File: src/rtl/cavlc_coeff_stats.sv
// CAVLC coeff_token statistics: TotalCoeff, TrailingOnes, TotalZeros and
// trailing-one signs gathered from one zigzag-ordered 4x4 block.
module cavlc_coeff_stats #(
  parameter int CWIDTH    = 16,
  parameter int MAX_COEFF = 16,
  parameter int aWIDTH    = 7
) (
  input  logic              clk,
  input  logic              rst,
  input  logic [CWIDTH-1:0] coeff_in,
  input  logic              coeff_valid,
  input  logic              coeff_last,
  output logic              coeff_ready,
  output logic              stat_valid,
  input  logic              stat_ready,
  output logic [4:0]        total_coeff,
  output logic [1:0]        trailing_ones,
  output logic [3:0]        total_zeros,
  output logic [2:0]        t1_signs,
  output logic [aWIDTH-1:0] vlc_addr,
  output logic              stat_err
);

  typedef enum logic {
    ACCUM,
    DONE
  } state_t;

  state_t st, st_n;

  logic [4:0] idx;
  logic [4:0] tc;
  logic [3:0] tz;
  logic [3:0] zrun;
  logic [1:0] t1run;
  logic [2:0] sgn;
  logic       err;
  logic [2:0] mask;

  logic acc, term, hs;
  logic is_nz, is_one;

  assign acc  = (st == ACCUM) && coeff_valid;
  assign term = acc && (coeff_last || (idx == 5'(MAX_COEFF - 1)));
  assign hs   = (st == DONE) && stat_ready;

  // exact compare: the most-negative code is not a one
  assign is_nz  = coeff_in != '0;
  assign is_one = (coeff_in == CWIDTH'(1))
               || (coeff_in == {CWIDTH{1'b1}});

  always_comb begin
    st_n        = st;
    coeff_ready = 1'b0;
    stat_valid  = 1'b0;
    unique case (st)
      ACCUM: begin
        coeff_ready = 1'b1;
        if (term) st_n = DONE;
      end
      DONE: begin
        stat_valid = 1'b1;
        if (stat_ready) st_n = ACCUM;
      end
      default: st_n = ACCUM;
    endcase
  end

  always_ff @(posedge clk) begin
    if (rst) st <= ACCUM;
    else     st <= st_n;
  end

  always_ff @(posedge clk) begin
    if (rst || hs) begin
      idx   <= '0;
      tc    <= '0;
      tz    <= '0;
      zrun  <= '0;
      t1run <= '0;
      sgn   <= '0;
      err   <= 1'b0;
    end else if (acc) begin
      idx <= idx + 5'd1;
      if (is_nz) begin
        tc   <= tc + 5'd1;
        tz   <= tz + zrun;
        zrun <= '0;
        if (is_one) begin
          t1run <= (t1run == 2'd3) ? 2'd3 : t1run + 2'd1;
          sgn   <= {sgn[1:0], coeff_in[CWIDTH-1]};
        end else begin
          t1run <= '0;
          sgn   <= '0;
        end
      end else begin
        zrun <= zrun + 4'd1;
      end
      if (term) begin
        idx <= '0;
        err <= ~coeff_last;
      end
    end
  end

  always_comb begin
    mask = 3'b000;
    unique case (t1run)
      2'd0: mask = 3'b000;
      2'd1: mask = 3'b001;
      2'd2: mask = 3'b011;
      2'd3: mask = 3'b111;
      default: mask = 3'b000;
    endcase
  end

  assign total_coeff   = tc;
  assign trailing_ones = t1run;
  assign total_zeros   = tz;
  assign t1_signs      = sgn & mask;
  assign vlc_addr      = aWIDTH'({t1run, tc});
  assign stat_err      = err;

endmodule
File: config.mk
export PLATFORM = sky130hd
export DESIGN_NAME = cavlc_coeff_stats
export DESIGN_NICKNAME = d
export VERILOG_FILES = /design/src/rtl/cavlc_coeff_stats.sv
export SDC_FILE = /design/constraint.sdc
export NUM_CORES = 1
export LEC_CHECK = 0
export CORE_ASPECT_RATIO = 0.7
export CORE_MARGIN = 1
export CORE_UTILIZATION = 34
export CTS_CLUSTER_SIZE = 8
export DETAILED_ROUTE_END_ITERATION = 7
export SLEW_MARGIN = 15
export SYNTH_ARGS = -nofsm -noshare
export SYNTH_HDL_FRONTEND = slang
export SYNTH_SLANG_ARGS = --single-unit
File: constraint.sdc
create_clock -name clk -period 3 [get_ports clk]
set_clock_uncertainty 0.2 [all_clocks]
set_input_delay 0.75 -clock clk [delete_from_list [all_inputs] [get_ports clk]]
set_output_delay 0.75 -clock clk [all_outputs]
set_load 0.02 [all_outputs]
==> impl_summary.log <==
INFO  metric power.total = 0.668 mW
INFO  metric clkSlewWorstSetupHoldPaths = 90 ps
INFO  metric clock_sinks = 25
INFO  metric avgViaCountPerCell = 5.10
INFO  metric grt.overflow.total = 0
INFO  metric crit_fanout = 9
INFO  metric grt_antenna_before_repair = 0
INFO  metric synthDistinctLibCells = 39
INFO  metric critPathBufInv = 1
INFO  metric clock_insertion_delay_worst_skew = between 200 and 300 ps
INFO  metric htree_levels = 1
INFO  metric critPathCaptureType = register
INFO  metric finalSetupViolations = 0
INFO  metric worst_path_largest_cell_delay = 540 ps
INFO  metric post-route-min-period = 2560 ps
INFO  metric io-pin-count = 45
INFO  metric worst_path_max_delay_cell = sky130_fd_sc_hd__or4_4
INFO  metric worstPathArrival = 2560 ps
INFO  metric vdd_ir_drop_max = ~0.00018 V
INFO  metric worst-endpoint-required = 3000 ps
INFO  metric final_critical_path_setup_slack = between 400 and 500 ps
INFO  metric timing.final.max_slew_violations = 0
INFO  metric hold_path.class = reg2reg
INFO  metric kind_of_cell_adding_the_most_delay_to_the_critical_path = simple AND/OR/NAND/NOR gates
INFO  metric cts_tree = done
INFO  metric die_width = 76.3 um
INFO  metric die_y = 54.0 um
INFO  metric worst-setup-path-type = in2reg
INFO  metric buffer_ports.inserted = 44
INFO  metric via_count = between 1,000 and 1,500
INFO  metric yosys_most_used_dff = sky130_fd_sc_hd__dfxtp_1
INFO  metric layout.cells.most_common = sky130_fd_sc_hd__clkdlybuf4s50_1
INFO  metric ys_ff_latch = 25
INFO  metric postCtsSetupRepairBufs = 0
INFO  metric postSynth.asyncResetShare = 0
INFO  metric grt_pass1_vias = 1,107
INFO  metric crit_chain = clkdlybuf4s50_1 > or4_4 > nand2b_4 > o21ai_2 > nand2_1 > a21oi_1
INFO  metric full_die_area = ~0.0041 mm^2
INFO  metric postSynthAreaPerCell = 8.83 um^2
INFO  metric number_of_enable_type_register_cells_in_the_synthesized_netlist = 0
INFO  metric netlist_area = 0.00132 mm^2
INFO  metric root_buffer = sky130_fd_sc_hd__clkbuf_8
INFO  metric pre_cts_ws = 147 ps
INFO  metric worst_pin_slew = 627 ps
INFO  metric drt-total-wl = around 3000 um
INFO  metric ctsResizeCount = 0
INFO  metric first_pass_iters = 4
INFO  metric start_util = 0.365
INFO  metric area.growth.synth_to_final = 38.2%
INFO  metric hold_bufs_inserted_after_cts = 0
INFO  metric period_share = 0.852
INFO  metric design.final.nets = 219
INFO  metric final_layout_size_suffix_gt1_frac = 0.0794
INFO  metric core_area = approximately 0.0036 mm^2
INFO  metric grt_first_pass_wirelength = 5020 um
INFO  metric synth_cells = 149
INFO  metric estimated_wirelength_of_the_detail_placed_design = between 2000 and 2500 um
INFO  metric mappedNetlistNets = 178
INFO  metric route.detailed.wl_per_inst = 12.5 um
INFO  metric clockBufferDepth = 2
INFO  metric antenna_left = 0
INFO  metric first_iter_violations = between 90 and 100
INFO  metric worst_slew_margin_rel = 0.582
INFO  metric totalNegativeSetupSlack = 0 ps
INFO  metric synth.yosys.seq_area_share = 0.381
INFO  metric grt_setup_unrepaired = false
INFO  metric placementRows = 18
INFO  metric largest_net_degree_at_the_start_of_global_routing = 19
INFO  metric critical_path.startpoint_type = input pin
INFO  metric aggregate_global_route_resource_usage = 0.155
INFO  metric route.detailed.drc = 0
INFO  metric synth-warning-count = 0
INFO  metric insertedDiodeCount = 0
INFO  metric cap_viol_max_count = 0
INFO  metric finalWeightedCongestion = 0.787
INFO  metric finalHoldViolations = 0
INFO  metric result_of_the_run = complete, no violations
INFO  metric max_clock_freq = 391 MHz
INFO  metric mostFrequentLayoutCells = sky130_fd_sc_hd__clkdlybuf4s50_1 (44), sky130_fd_sc_hd__dfxtp_1 (25), sky130_fd_sc_hd__nor2_1 (17)
INFO  metric power.density_cell_area = 368 mW/mm^2
INFO  metric p_leak = 0.661 nW
INFO  metric numCtsBuffers = 3
[state kept, by name, summed over array words and instances, names as in the netlist]
signal,count
idx,5
sgn,3
st,1
stat_err,1
total_coeff,5
total_zeros,4
trailing_ones,2
zrun,4
[through the flow]
step | hold WS (ps) | cell area (um^2) | util | instances
floorplan | 233 | 1320 | - | 149
CTS | 279 | 1820 | 0.504 | 239
finish | 273 | 1820 | 0.504 | 239
global placement | 255 | 1770 | 0.491 | 235
global route | 287 | 1820 | 0.504 | 239
detailed placement | 265 | 1770 | 0.491 | 235
[synth_stat cells (2+ instances only)]
cell	instances	area share
sky130_fd_sc_hd__a211oi_1	2	0.011
sky130_fd_sc_hd__a21o_1	2	0.011
sky130_fd_sc_hd__a21oi_1	15	0.057
sky130_fd_sc_hd__and2_1	2	0.0095
sky130_fd_sc_hd__and3_1	2	0.0095
sky130_fd_sc_hd__buf_4	8	0.046
sky130_fd_sc_hd__clkbuf_1	2	0.0057
sky130_fd_sc_hd__dfxtp_1	25	0.38
sky130_fd_sc_hd__ha_1	7	0.067
sky130_fd_sc_hd__inv_1	4	0.011
sky130_fd_sc_hd__mux2i_1	3	0.023
sky130_fd_sc_hd__nand2_1	6	0.017
sky130_fd_sc_hd__nand2b_1	2	0.0095
sky130_fd_sc_hd__nand3_1	3	0.011
sky130_fd_sc_hd__nand4_1	6	0.029
sky130_fd_sc_hd__nor2_1	17	0.049
sky130_fd_sc_hd__nor3_1	2	0.0076
sky130_fd_sc_hd__nor4_1	4	0.019
sky130_fd_sc_hd__o21a_1	2	0.011
sky130_fd_sc_hd__o21ai_0	4	0.015
sky130_fd_sc_hd__o21ai_1	4	0.015
sky130_fd_sc_hd__or3_1	4	0.019
sky130_fd_sc_hd__or4_4	2	0.017
sky130_fd_sc_hd__xnor2_1	3	0.020
sky130_fd_sc_hd__xor2_1	4	0.027
[report_power, final]
part / leakage, nW / internal (mW) / switching [mW] / total (mW)
clock network: 0.0217 / 0.0942 / 0.110 / 0.204
logic: 0.437 / 0.0590 / 0.0554 / 0.114
registers: 0.202 / 0.340 / 0.0103 / 0.350
total: 0.661 / 0.493 / 0.176 / 0.668
[cell families (layout without fill, tap and decap cells)]
family	Yosys count	in the layout	share of synthesized area
mux	3	3	0.0228
compound gates	35	35	0.162
simple gates	56	56	0.240
buf+inv	15	55	0.0666
xor+xnor	7	7	0.0466
flops	25	25	0.381
fa+ha+maj	8	8	0.0818
[worst paths after layout]
check	startpoint	to	slack, ps	depth (start not counted)
worst max-delay path	coeff_in[8]	zrun[1]	440	6
worst min-delay path	sgn[2]	sgn[2]	270	2
worst max register to register	idx[0]	idx[2]	770	6
worst min register to register	sgn[2]	sgn[2]	270	2
[worst register-to-register path, cell delays in order, from the launching register on]
cell and delay, ps:
sky130_fd_sc_hd__dfxtp_1 360, sky130_fd_sc_hd__ha_1 230, sky130_fd_sc_hd__and3_1 180, sky130_fd_sc_hd__ha_1 230, sky130_fd_sc_hd__or3_1 440, sky130_fd_sc_hd__or3b_1 390
sky130_fd_sc_hd__a21oi_1 140
[routing by layer]
metal  vias to the layer above  global-route usage  wire [um]
li1                        609                   -          -
met1                       564               0.209       1540
met2                        45               0.260       1270
met3                         0              0.0373        179
met4                         0              0.0192          0
met5                         -                   0          0
[area by class of cell]
type	count	area [um^2]
clock buffers	3	41.3
clock inverters	1	7.51
fillers	367	1790
inverters	4	15.0
multi-input cells	109	727
flip-flops and latches	25	500
well taps	50	62.6
repair buffers	47	463
Power figures use the tool's default switching activity.
